===== src/rtl/key_debounce_multi.sv =====
// key_debounce_multi
//   Multi-channel push-button conditioner. Each channel synchronises its raw
//   pin (2 FFs), debounces it with a restartable confirm counter, normalises
//   polarity (1 = pressed) and produces press / release / long-press pulses.
//
//   Optional feature macro: KEY_REPEAT_EN
//     defined   : after key_long the channel auto-repeats every RPT_CNT cycles
//     undefined : no repeat logic, key_repeat tied to 0
//
//   Ports
//     clk          system clock
//     rst_n        asynchronous active-low reset
//     ikey         [NUM_KEYS] raw asynchronous key pins
//     key_state    [NUM_KEYS] debounced level, 1 = pressed
//     key_press    [NUM_KEYS] 1-cycle pulse on key_state rise
//     key_release  [NUM_KEYS] 1-cycle pulse on key_state fall
//     key_long     [NUM_KEYS] 1-cycle pulse LONG_CNT cycles after key_press
//     key_repeat   [NUM_KEYS] 1-cycle auto-repeat pulse
//     any_event    registered OR of all pulses, aligned with them

module key_debounce_chan #(
    parameter int DB_CNT     = 10,
    parameter int LONG_CNT   = 1000,
    parameter int RPT_CNT    = 1000,
    parameter bit ACTIVE_LOW = 1'b1
) (
    input  logic clk,
    input  logic rst_n,
    input  logic ikey,
    output logic key_state,
    output logic key_press,
    output logic key_release,
    output logic key_long,
    output logic key_repeat,
    output logic evt_nxt
);
    localparam int DBW = $clog2(DB_CNT + 1);
    localparam int HW  = $clog2(LONG_CNT + 1);
    localparam logic [DBW-1:0] DB_LAST   = DBW'(DB_CNT - 1);
    localparam logic [HW-1:0]  LONG_LAST = HW'(LONG_CNT - 1);
    localparam logic [HW-1:0]  LONG_MAX  = HW'(LONG_CNT);

    if (DB_CNT < 1 || LONG_CNT <= DB_CNT || RPT_CNT < 1) begin : g_bad_cfg
        $error("key_debounce_chan: need DB_CNT>=1, LONG_CNT>DB_CNT, RPT_CNT>=1");
    end

    typedef enum logic [1:0] {RELEASED = 2'd0, PRESSED = 2'd1, REPEATING = 2'd2} state_t;

    state_t           state, state_nxt;
    logic             s1, s2, n;
    logic [DBW-1:0]   db_cnt;
    logic [HW-1:0]    hold_cnt;
    logic             toggle, long_hit, rpt_hit;
    logic             press_d, release_d, long_d, repeat_d;

    // Sync FFs idle at the released pin level so reset exit looks quiet.
    always_ff @(posedge clk or negedge rst_n) begin
        if (!rst_n) begin
            s1 <= ACTIVE_LOW;
            s2 <= ACTIVE_LOW;
        end else begin
            s1 <= ikey;
            s2 <= s1;
        end
    end
    assign n = s2 ^ ACTIVE_LOW;

    // Confirm counter: any sample equal to the current state restarts it.
    assign toggle = (n != key_state) && (db_cnt == DB_LAST);

    always_ff @(posedge clk or negedge rst_n) begin
        if (!rst_n)                        db_cnt <= '0;
        else if (n == key_state || toggle) db_cnt <= '0;
        else                               db_cnt <= db_cnt + DBW'(1);
    end

    // Hold counter saturates at LONG_CNT, so long_hit fires once per press.
    always_ff @(posedge clk or negedge rst_n) begin
        if (!rst_n)                            hold_cnt <= '0;
        else if (state == RELEASED || toggle)  hold_cnt <= '0;
        else if (hold_cnt != LONG_MAX)         hold_cnt <= hold_cnt + HW'(1);
    end
    assign long_hit = !toggle && (hold_cnt == LONG_LAST);

`ifdef KEY_REPEAT_EN
    localparam int RW = $clog2(RPT_CNT + 1);
    logic [RW-1:0] rpt_cnt;

    always_ff @(posedge clk or negedge rst_n) begin
        if (!rst_n)                                        rpt_cnt <= '0;
        else if (state != REPEATING || toggle || rpt_hit)  rpt_cnt <= '0;
        else                                               rpt_cnt <= rpt_cnt + RW'(1);
    end
    assign rpt_hit = (state == REPEATING) && !toggle && (rpt_cnt == RW'(RPT_CNT - 1));
`else
    assign rpt_hit = 1'b0;
`endif

    // FSM: state register
    always_ff @(posedge clk or negedge rst_n) begin
        if (!rst_n) state <= RELEASED;
        else        state <= state_nxt;
    end

    // FSM: next state
    always_comb begin
        state_nxt = state;
        case (state)
            RELEASED: if (toggle) state_nxt = PRESSED;
            PRESSED: begin
                if (toggle) state_nxt = RELEASED;
`ifdef KEY_REPEAT_EN
                else if (long_hit) state_nxt = REPEATING;
`endif
            end
            default:  if (toggle) state_nxt = RELEASED;
        endcase
    end

    // FSM: outputs (pulse values are registered below)
    always_comb begin
        key_state = (state != RELEASED);
        press_d   = 1'b0;
        release_d = 1'b0;
        long_d    = 1'b0;
        repeat_d  = 1'b0;
        case (state)
            RELEASED: press_d = toggle;
            PRESSED: begin
                release_d = toggle;
                long_d    = long_hit;
            end
            default: begin
                release_d = toggle;
                repeat_d  = rpt_hit;
            end
        endcase
    end

    always_ff @(posedge clk or negedge rst_n) begin
        if (!rst_n) begin
            key_press   <= 1'b0;
            key_release <= 1'b0;
            key_long    <= 1'b0;
            key_repeat  <= 1'b0;
        end else begin
            key_press   <= press_d;
            key_release <= release_d;
            key_long    <= long_d;
            key_repeat  <= repeat_d;
        end
    end

    assign evt_nxt = press_d | release_d | long_d | repeat_d;
endmodule

module key_debounce_multi #(
    parameter int NUM_KEYS      = 4,
    parameter int CLK_FREQ_HZ   = 65_000_000,
    parameter int DEBOUNCE_US   = 20_000,
    parameter int LONG_PRESS_MS = 1000,
    parameter int REPEAT_MS     = 200,
    parameter bit ACTIVE_LOW    = 1'b1
) (
    input  logic                clk,
    input  logic                rst_n,
    input  logic [NUM_KEYS-1:0] ikey,
    output logic [NUM_KEYS-1:0] key_state,
    output logic [NUM_KEYS-1:0] key_press,
    output logic [NUM_KEYS-1:0] key_release,
    output logic [NUM_KEYS-1:0] key_long,
    output logic [NUM_KEYS-1:0] key_repeat,
    output logic                any_event
);
    localparam int DB_CNT   = CLK_FREQ_HZ / 1_000_000 * DEBOUNCE_US;
    localparam int LONG_CNT = CLK_FREQ_HZ / 1000 * LONG_PRESS_MS;
    localparam int RPT_CNT  = CLK_FREQ_HZ / 1000 * REPEAT_MS;

    if (NUM_KEYS < 1 || NUM_KEYS > 32) begin : g_bad_num
        $error("key_debounce_multi: NUM_KEYS must be 1..32");
    end

    logic [NUM_KEYS-1:0] evt_nxt;

    for (genvar i = 0; i < NUM_KEYS; i++) begin : g_ch
        key_debounce_chan #(
            .DB_CNT    (DB_CNT),
            .LONG_CNT  (LONG_CNT),
            .RPT_CNT   (RPT_CNT),
            .ACTIVE_LOW(ACTIVE_LOW)
        ) u_ch (
            .clk        (clk),
            .rst_n      (rst_n),
            .ikey       (ikey[i]),
            .key_state  (key_state[i]),
            .key_press  (key_press[i]),
            .key_release(key_release[i]),
            .key_long   (key_long[i]),
            .key_repeat (key_repeat[i]),
            .evt_nxt    (evt_nxt[i])
        );
    end

    // Registered from the same next-values as the pulses, so it lines up with them.
    always_ff @(posedge clk or negedge rst_n) begin
        if (!rst_n) any_event <= 1'b0;
        else        any_event <= |evt_nxt;
    end
endmodule


===== config.mk =====
export PLATFORM = sky130hd
export DESIGN_NAME = key_debounce_multi
export DESIGN_NICKNAME = d
export VERILOG_FILES = /design/src/rtl/key_debounce_multi.sv
export SDC_FILE = /design/constraint.sdc
export NUM_CORES = 1
export LEC_CHECK = 0
export CAP_MARGIN = 20
export CORE_MARGIN = 8
export CORE_UTILIZATION = 35
export DETAILED_ROUTE_END_ITERATION = 7
export PLACE_DENSITY = 0.57
export SLEW_MARGIN = 20
export SYNTH_ARGS = -nofsm -noshare
export SYNTH_HDL_FRONTEND = slang
export SYNTH_SLANG_ARGS = --single-unit

===== constraint.sdc =====
create_clock -name clk -period 2.1 [get_ports clk]
set_input_delay 0.42 -clock clk [delete_from_list [all_inputs] [get_ports clk]]
set_output_delay 0.42 -clock clk [all_outputs]
set_load 0.05 [all_outputs]

### After elaboration in Yosys (flattened, before gate mapping)

Index checks and enable logic that the tools add are counted.

* flip-flop bits (word level): 217
* bits of input ports: 6
* output and inout port bits: 21
* logic and storage cells: 146

* $add $sub $neg: 8
* eq/ne operators: 24
* mux-type cells: 36
* bitwise logic cells: 12
* reductions and logical operators: 33

Operator list (number)
* $mux W26: 8
* $add A26 B1 Y26 const B: 4
* $eq A26 B26 Y1 const B: 4
* $ne A26 B26 Y1 const B: 4
* $add A21 B1 Y21 const B: 4
* $eq A21 B21 Y1 const B: 4
* $mux W21: 4
* $mux W2: 12
* $reduce_bool A2 Y1: 8
* $mux W1: 12
* $eq A2 B1 Y1 const B: 4
* $logic_and A1 B1 Y1: 8
* $logic_not A2 Y1: 4
* $logic_or A1 B1 Y1: 8
* $or A1 B1 Y1: 8
* $eq A1 B1 Y1: 4
* $logic_not A1 Y1: 4
* $ne A1 B1 Y1: 4
* $not A1 Y1: 4
* $reduce_or A4 Y1: 1

### Longest topological paths before layout

Gate-level depths: netlist (run 1).

* word-level depth: 8
* gate-level depth with buffers: 8
* mapped depth without buffers: 6

### Hierarchy

A second synthesis (run 1) with hierarchy kept.

* cell total of the unflattened synthesis: 1182
* area, all modules: 11165.7 µm²

Modules (own cells, without submodules)
* key_debounce_chan (g_ch[0].u_ch ...): instances 3, cells an instance 300, area an instance 2802.7 µm², seq. area each 1328.8 µm²
* key_debounce_chan (g_ch[1].u_ch): instances 1, cells an instance 280, area an instance 2725.1 µm², seq. area each 1328.8 µm²
* key_debounce_multi: instances 1, cells an instance 2, area an instance 32.5 µm², seq. area each 25.0 µm²

### Worst setup path before layout (run 1)

No wires, ideal clock.

* kind: flip-flop to flip-flop
* from: reg g_ch[3].u_ch.hold_cnt[1]
* to: reg g_ch[3].u_ch.hold_cnt[24]
* setup time: 80 ps
* arrival: 2157 ps
* required time: 2020 ps
* slack: -138 ps
* stages on the path, launching flop included: 8
* path buffers: 1
* period minus slack after synthesis: 2238 ps
* cell sequence: dfrtp_1 > ha_1 > inv_1 > or4_1 > buf_2 > or4_1 > or3_1 > a21oi_1

* word-level cells in the longest chain between the ends: 3
* elaborated cells between the ends (all ways): 5
* classes of those cells: add/sub: 1; eq/ne: 1; mux: 2; reduce/logical: 1

RTL lines
* start: declaration: RTL line 52 `logic [HW-1:0] hold_cnt;`
* start signal: assignment: RTL line 81 `else if (hold_cnt != LONG_MAX) hold_cnt <= hold_cnt + HW'(1);`
* $add A26 B1 Y26: RTL line 81
* $mux W26: RTL line 81
* $mux W26: RTL line 80 `else if (state == RELEASED || toggle) hold_cnt <= '0;`

Parallel ways exist; a longest one is shown, timed or not. The select of a mux whose other input is x is not followed.
A chain may end at the register's enable or synchronous reset.

### Worst setup path in the final report (run 1)

* from: reg g_ch[0].u_ch.key_long
* to: out key_long[0]

RTL lines
* start: declaration: RTL line 33 `output logic key_long,`
* start signal: assignment: RTL line 149 `key_long <= long_d;`
* end: declaration: RTL line 171 `output logic [NUM_KEYS-1:0] key_long,`

No word-level cell between the ends.

==> summary.md, run 1 <==
| Metric | Value |
|---|---|
| Largest family of logic cells by synthesized area | `simple AND/OR/NAND/NOR gates` |
| Rel. slew slack | `between 60% and 70%` |
| Worst-Margin Slew | `0.523 ns` |
| CP bufs+invs | `1` |
| H-tree Lvls | `1` |
| DRT iter0 DRCs | `452` |
| Synthesized area | `0.0106 mm^2` |
| XOR/XNOR Fraction of Synth Area | `14.0%` |
| Final #Nets | `1160` |
| Die width | `~190 um` |
| Seq cells post-synth | `approximately 210` |
| Ys flop type | `dfrtp_1` |
| Synth Area in Adders | `1.41%` |
| Boundary Pins | `27` |
| ANT cells | `0` |
| Sequential cell area | `0.00534 mm^2` |
| Core footprint | `between 0.02 and 0.03 mm^2` |
| Via-to-Cell Ratio | `4.94` |
| Critical Path Sink Type | `primary output` |
| Status | `finished clean` |
| Die area | `0.0362 mm^2` |
| Leak Pwr | `between 5 and 6 nW` |
| Clock skew | `0.0241 ns` |
| Vias in the first global route | `7501` |
| Sequential-to-total area share from yosys stat | `50.3%` |
| Total Wirelength | `21500 um` |
| Area growth syn-to-layout | `16.7%` |
| Wire per inst | `13.9 um` |
| Share of the synthesized area in the top cell type | `48.3%` |
| Crit path kind | `flip-flop to primary output` |
| Pre-CTS setup slack | `0.0481 ns` |
| Router iterations before antenna repair | `5` |
| CP max stage cell | `clkdlybuf4s50_1` |
| PD cells | `a little over 700 mW/mm^2` |
| Clk_lat worst skew | `0.53 ns` |
| Share of cells above drive strength 1 | `9.99%` |
| Max stage delay on crit path | `0.79 ns` |
| CTS Sinks | `213` |
| Area post-placement | `0.0115 mm^2` |
| CTS root buffer | `clkbuf_16` |
| Crit path DAT | `about 1.6 ns` |
| DR DRC count | `0` |
| Top post-synthesis cells by area | `dfrtp_1 (48%), xnor2_1 (7.2%), nor2_1 (7.1%)` |
| Multi-input gate area in the final layout | `0.00497 mm^2` |
| Yosys top cell by area | `dfrtp_1` |
| CTS Buf Count | `25` |
| Clock Tree Buf Depth | `3` |
| Synth cell count leaders | `dfrtp_1 (205), nor2_1 (201), xnor2_1 (87)` |
| Syn Area/Cell | `9.72 um^2` |
| Max_cap viols | `0` |
| Detailed placer's ending HPWL | `14500 um` |
| Initial core utilization | `a little over a third` |
| Slew Limit Fails | `0` |
| Library cells used by synthesis | `43` |
| Fin. Hold Viols | `0` |
| Final setup violation count | `0` |
| Synth Area in Compound Gates | `roughly 1.4%` |
| Worst EP required | `about 1.7 ns` |
| Synth async-reset ratio | `100%` |
| Final core occ | `41.6%` |
| Peak Freq | `approximately 490 MHz` |
| Worst Hold Class | `input pin to flip-flop` |
| Top-count cell post-synth | `dfrtp_1` |
| Post-synthesis simple-gate area fraction | `29.2%` |
| TritonCTS clock tree | `yes` |
| Final GP Congestion | `around 0.80` |
| Startpoint types | `flip-flop` |
| I/O Buffers | `22` |
| Critical path cell sequence | `clkdlybuf4s50_1` |
| Vias after detailed routing | `7663` |
| Largest delay share family, worst path | `buffers and inverters` |
| First-pass GRT wire length | `37700 um` |
| Final cell area excluding filler cells | `0.0124 mm^2` |
| RSZ-0062 raised after global routing | `yes` |
| Hold_ws | `0.312 ns` |
| Row cnt | `63` |
| GRT Total Usage | `12.2%` |
| Total power | `8.80 mW` |
| Pin count of the biggest net entering global routing | `55` |
| Synthesized instance count | `1093` |
| Crit path max fanout | `1` |
| Post-CTS Setup Bufs | `0` |
| GRT Residual Overflow | `0` |
| Routed Antenna Nets | `0` |
| Fillers | `2893` |
| Initial antenna violation count | `0` |
| Number of synthesized flops with an enable pin | `0` |
| Crit share post-route | `around 97%` |
| Worst vdd ir | `slightly above 0.5 mV` |
| Crit path time final | `2.05 ns` |
| Yosys warning total | `0` |
| Worst setup margin | `0.0546 ns` |
| Multiplexer share of the synthesized area | `0.377%` |
| Clock slew at reported path FFs | `0.06 ns` |
| Die height | `around 190 um` |
## placed cells by master, fill, tap and decap left out, drive strengths merged, types with 3 or more instances in the layout
cell type      instances
nor4bb                 7
clkinv                 4
and2                  12
buf                   52
dfrtp                205
or3b                   3
xor2                  83
or4                    5
clkbuf                35
nand3                 73
conb                   4
nor4                  30
bufinv                 3
and4b                  3
nand2b                 7
nor2b                  7
a21oi                 11
ha                    12
inv                   24
nand4b                 5
nand2                 67
nor2                 201
mux2i                  4
nand4                 53
clkdlybuf4s50          7
nor3                  35
xnor2                 87
dfstp                  8
and4                  35
o21ai                  9
dlygate4sd2            9
or3                    9
nor4b                  6
and3                  31
clkinvlp               3
## routing by layer
metal / GRT usage [%] / vias up / share of wire, %
met4: 3.01 / 0 / 2.1
met2: 18.8 / 81 / 44
li1: - / 3854 / -
met3: 2.07 / 33 / 3.0
met1: 17.5 / 3695 / 51
met5: 0 / - / 0
## what timing repair did
item / in CTS / in global routing
gates resized for setup: 9 / 4
endpoints found under the hold margin: 47 / 0
hold buffers: 1 / 0
pin swaps: 0 / 0
endpoints found under the setup margin: 9 / 22
## power by group
group	internal, mW	leakage (nW)	switching, mW
combinational	0.0563	1.66	0.142
clock	2.71	0.407	1.72
sequential	4.14	2.94	0.0258
## logic make-up after synthesis
logic type                 Yosys count
AOI/OAI and AO/OA                   25
xor gates and xnor gates           170
adders and majority gates           12
buffers and inverters               74
DFF                                213
muxes                                4
other                                1
and+or+nand+nor                    594
## flip-flops by register name, indices dropped and copies added, names as in the netlist
| name | cells |
|---|---|
| g_ch.u_ch.s2 | 4 |
| g_ch.u_ch.key_press | 4 |
| g_ch.u_ch.key_release | 4 |
| g_ch.u_ch.state | 4 |
| any_event | 1 |
| g_ch.u_ch.db_cnt | 84 |
| g_ch.u_ch.key_long | 4 |
| g_ch.u_ch.s1 | 4 |
| g_ch.u_ch.hold_cnt | 104 |
## stage by stage
step,TNS [ns],cells
2_1_floorplan,-0.0739,1096
3_3_place_gp,0,1504
3_5_place_dp,0,1504
4_1_cts,0,1551
5_1_grt,-0.0309,1551
6_report,0,1551
## path summary, 6_finish.rpt
kind                                                            from                               endpoint  slack (ns)  depth (start not counted)
worst max-delay path                 g_ch[0].u_ch.key_long$_DFF_PN0_                            key_long[0]        0.05                          1
worst min-delay path                                         ikey[1]              g_ch[1].u_ch.s1$_DFF_PN1_        0.31                          1
worst max register to register  g_ch[3].u_ch.hold_cnt[1]$_DFFE_PN0P_  g_ch[3].u_ch.hold_cnt[24]$_DFFE_PN0P_        0.06                          6
worst min register to register             g_ch[0].u_ch.s1$_DFF_PN1_              g_ch[0].u_ch.s2$_DFF_PN1_        0.36                          0
max in group asynchronous                                      rst_n              g_ch[0].u_ch.s2$_DFF_PN1_        1.00                          3
min in group asynchronous                                      rst_n       g_ch[2].u_ch.db_cnt[0]$_DFF_PN0_        0.43                          2
## worst reg2reg max path, cell delays in order (launching register included)
cell and delay [ns]:
dfrtp_1 0.39, ha_4 0.15, inv_1 0.05, or4_4 0.53, or4_1 0.41, or3_1 0.34, a21oi_2 0.12
## area by class of cell
cell class | count | share of cell area, %
clock buffers | 35 | 5.67
inverters | 23 | 0.696
multi-input cells | 809 | 40.1
clock inverters | 11 | 1.17
flip-flops and latches | 213 | 43.1
repair buffers | 70 | 5.40
well taps | 390 | 3.94
No activity file was read; power rests on OpenSTA's default activity.
==> run 2, diff against run 1 <==
--- a/config.mk
+++ b/config.mk
@@ -10,7 +10,7 @@
 export CORE_UTILIZATION = 35
 export DETAILED_ROUTE_END_ITERATION = 7
 export PLACE_DENSITY = 0.57
-export SLEW_MARGIN = 20
+export SLEW_MARGIN = 10
 export SYNTH_ARGS = -nofsm -noshare
 export SYNTH_HDL_FRONTEND = slang
 export SYNTH_SLANG_ARGS = --single-unit
==> results of run 2 <==
Same layout as run 1: the final DEF is identical, and so are final timing and power.
==> run 3, diff against run 2 <==
--- a/config.mk
+++ b/config.mk
@@ -7,9 +7,11 @@
 export LEC_CHECK = 0
 export CAP_MARGIN = 20
 export CORE_MARGIN = 8
-export CORE_UTILIZATION = 35
+export CORE_UTILIZATION = 45
 export DETAILED_ROUTE_END_ITERATION = 7
-export PLACE_DENSITY = 0.57
+export PLACE_DENSITY = 0.68
+export REMOVE_ABC_BUFFERS = 1
+export SKIP_LAST_GASP = 1
 export SLEW_MARGIN = 10
 export SYNTH_ARGS = -nofsm -noshare
 export SYNTH_HDL_FRONTEND = slang
==> run 3 against run 2 <==
Compared with the run above:
- register-to-register slack worse by 0.04 ns
- routed wire length is 3.5% lower
- non-clock buffer count shrank 2
- final area decreased by 0.89%
- clock skew is 0.0093 ns lower
- die area shrank 20%
- combinational power decreased by 3%
- cell count down 4.8%
- largest power group unchanged
- clock power down 2%
- total power shrank 0.90%
- sequential power barely moved
==> summary.md, run 3 (same netlist as run 1, synthesis figures left out) <==
| Metric | Value |
|---|---|
| Status | `finished clean` |
| Max reg flops | `104 (unchanged)` |
| Crit share post-route | `99.2% (+1.8 points)` |
| Critical path cell sequence | `ha_2 -> inv_1 -> or4_4 -> or4_4 -> or3_4 -> a21oi_2` |
| Detailed placer's ending HPWL | `13800 um (-5.1%)` |
| Clock slew at reported path FFs | `0.06 ns (about the same)` |
| Via-to-Cell Ratio | `5.26 (+6.4%)` |
| PD cells | `709 mW/mm^2 (about the same)` |
| CP max stage cell | `or4_4` |
| Max_cap viols | `0 (unchanged)` |
| Fin cells | `1476 (-4.8%)` |
| CTS Buf Count | `24 (-4.0%)` |
| Peak Freq | `480 MHz (-1.8%)` |
| Share of cells above drive strength 1 | `10.0% (+0.035 points)` |
| Initial antenna violation count | `0 (unchanged)` |
| I/O Buffers | `22 (unchanged)` |
| Clock skew | `0.0148 ns (-0.00933 ns)` |
| Fin. Hold Viols | `0 (unchanged)` |
| Final core occ | `52.7% (+11 points)` |
| Die height | `170 um (-11%)` |
| CTS Sinks | `213 (unchanged)` |
| Final #Nets | `1157 (-0.26%)` |
| Initial core utilization | `45.5% (+9.9 points)` |
| DR DRC count | `0 (unchanged)` |
| Pin count of the biggest net entering global routing | `54 (-1.8%)` |
| Worst EP required | `2.55 ns (+0.87 ns)` |
| Startpoint types | `flip-flop` |
| Multi-input gate area in the final layout | `0.00497 mm^2 (+0.10%)` |
| ANT cells | `0 (unchanged)` |
| Total power | `8.72 mW (-0.90%)` |
| Critical Path Sink Type | `flip-flop` |
| Vias after detailed routing | `7762 (+1.3%)` |
| Max stage delay on crit path | `0.54 ns (-0.25 ns)` |
| Die width | `170 um (-11%)` |
| Wire per inst | `14.1 um (+1.4%)` |
| Most frequent cells in the layout | `dfrtp_1 (205), nor2_1 (201), xnor2_1 (87)` |
| Worst Hold Class | `input pin to flip-flop` |
| Dpl cells | `1431 (-4.9%)` |
| Crit path DAT | `2.53 ns (+0.90 ns)` |
| Worst vdd ir | `0.575 mV (+14%)` |
| GRT Residual Overflow | `0 (unchanged)` |
| Row cnt | `56 (-11%)` |
| Fillers | `2051 (-29%)` |
| Crit path kind | `flip-flop to flip-flop` |
| CTS root buffer | `clkbuf_16` |
| Final setup violation count | `0 (unchanged)` |
| Sequential cell area | `0.00534 mm^2 (unchanged)` |
| DRT iter0 DRCs | `420 (-7.1%)` |
| Clk_lat worst skew | `0.52 ns (about the same)` |
| Routed Antenna Nets | `0 (unchanged)` |
| Largest delay share family, worst path | `simple AND/OR/NAND/NOR gates` |
| H-tree Lvls | `1 (unchanged)` |
| Slew Limit Fails | `0 (unchanged)` |
| First-pass GRT wire length | `36500 um (-3.3%)` |
| Die area | `0.0288 mm^2 (-20%)` |
| RSZ-0062 raised after global routing | `yes` |
| Rel. slew slack | `65.1% (-0.12 points)` |
| Crit path time final | `2.08 ns (+0.0379 ns)` |
| CP bufs+invs | `1 (unchanged)` |
| GRT Total Usage | `14.7% (+2.5 points)` |
| Vias in the first global route | `7765 (+3.5%)` |
| Clock Tree Buf Depth | `3 (unchanged)` |
| Worst-Margin Slew | `0.522 ns (-0.00115 ns)` |
| Post-CTS Setup Bufs | `0 (unchanged)` |
| Area growth syn-to-layout | `15.7%` |
| Leak Pwr | `5.06 nW (+0.99%)` |
| Core footprint | `0.0233 mm^2 (-22%)` |
| Most common cell after layout, fill and taps aside | `dfrtp_1` |
| Crit path max fanout | `4 (+3)` |
| Largest regs | `g_ch.u_ch.hold_cnt x104, g_ch.u_ch.db_cnt x84` |
| TritonCTS clock tree | `yes` |
| Boundary Pins | `27 (unchanged)` |
| Largest Register | `g_ch.u_ch.hold_cnt` |
| Final GP Congestion | `0.822 (+2.5%)` |
| Crit path top cell by count | `or4_4` |
| Total Wirelength | `20700 um (-3.5%)` |
| Router iterations before antenna repair | `5 (unchanged)` |
## run 3: worst paths after layout
| kind | startpoint | end | slack [ns] | cells past startpoint |
|---|---|---|---|---|
| min in group asynchronous | rst_n | g_ch[2].u_ch.hold_cnt[11]$_DFFE_PN0P_ | 0.43 | 2 |
| max in group asynchronous | rst_n | g_ch[0].u_ch.s2$_DFF_PN1_ | 1.02 | 3 |
| worst max register to register | g_ch[3].u_ch.hold_cnt[0]$_DFFE_PN0P_ | g_ch[3].u_ch.hold_cnt[24]$_DFFE_PN0P_ | 0.02 | 6 |
| worst max-delay path | g_ch[3].u_ch.hold_cnt[0]$_DFFE_PN0P_ | g_ch[3].u_ch.hold_cnt[24]$_DFFE_PN0P_ | 0.02 | 6 |
| worst min register to register | g_ch[3].u_ch.s1$_DFF_PN1_ | g_ch[3].u_ch.s2$_DFF_PN1_ | 0.35 | 0 |
| worst min-delay path | ikey[2] | g_ch[2].u_ch.s1$_DFF_PN1_ | 0.31 | 1 |
## run 3: timing repair
item | 4_1_cts | 5_1_grt
pin swaps | 0 | 2
hold endpoints to repair | 46 | 0
hold buffers | 1 | 0
setup endpoints to repair | 8 | 27
gates resized for setup | 8 | 11
## run 3: layout make-up
cell class | instances | share of cell area [%]
inverter | 23 | 0.703
sequential | 213 | 43.5
clock inverter | 8 | 0.784
tap | 319 | 3.25
clock buffer | 36 | 6.08
multi-input combinational | 809 | 40.5
timing repair buffer | 68 | 5.27
## run 3: report_power, final
part / total [mW] / switching [mW] / internal (mW)
clock: 4.36 / 1.66 / 2.70
sequential: 4.17 / 0.0275 / 4.14
combinational: 0.193 / 0.139 / 0.0538
total: 8.72 / 1.83 / 6.89
## run 3: layer usage
metal / GRT usage (%) / wire, um / part of all wire, % / up-vias
met5: 0 / 0 / 0 / -
met4: 4.12 / 395 / 1.9 / 0
met3: 2.07 / 766 / 3.7 / 30
met2: 24.0 / 9760 / 47 / 118
met1: 20.0 / 9830 / 47 / 3776
li1: - / - / - / 3838
## run 3: through the flow
stage	setup TNS [ns]	hold slack [ns]	worst slack, ns	area, um^2
after global routing	-0.0649	0.296	-0.0649	12300
after floorplan	-26.59	0.124	-0.903	10400
final	0	0.314	0.0166	12300
after CTS	0	0.292	0.00248	12300
after global placement	-0.109	0.347	-0.109	11400
after detailed placement	-0.0237	0.347	-0.0237	11400
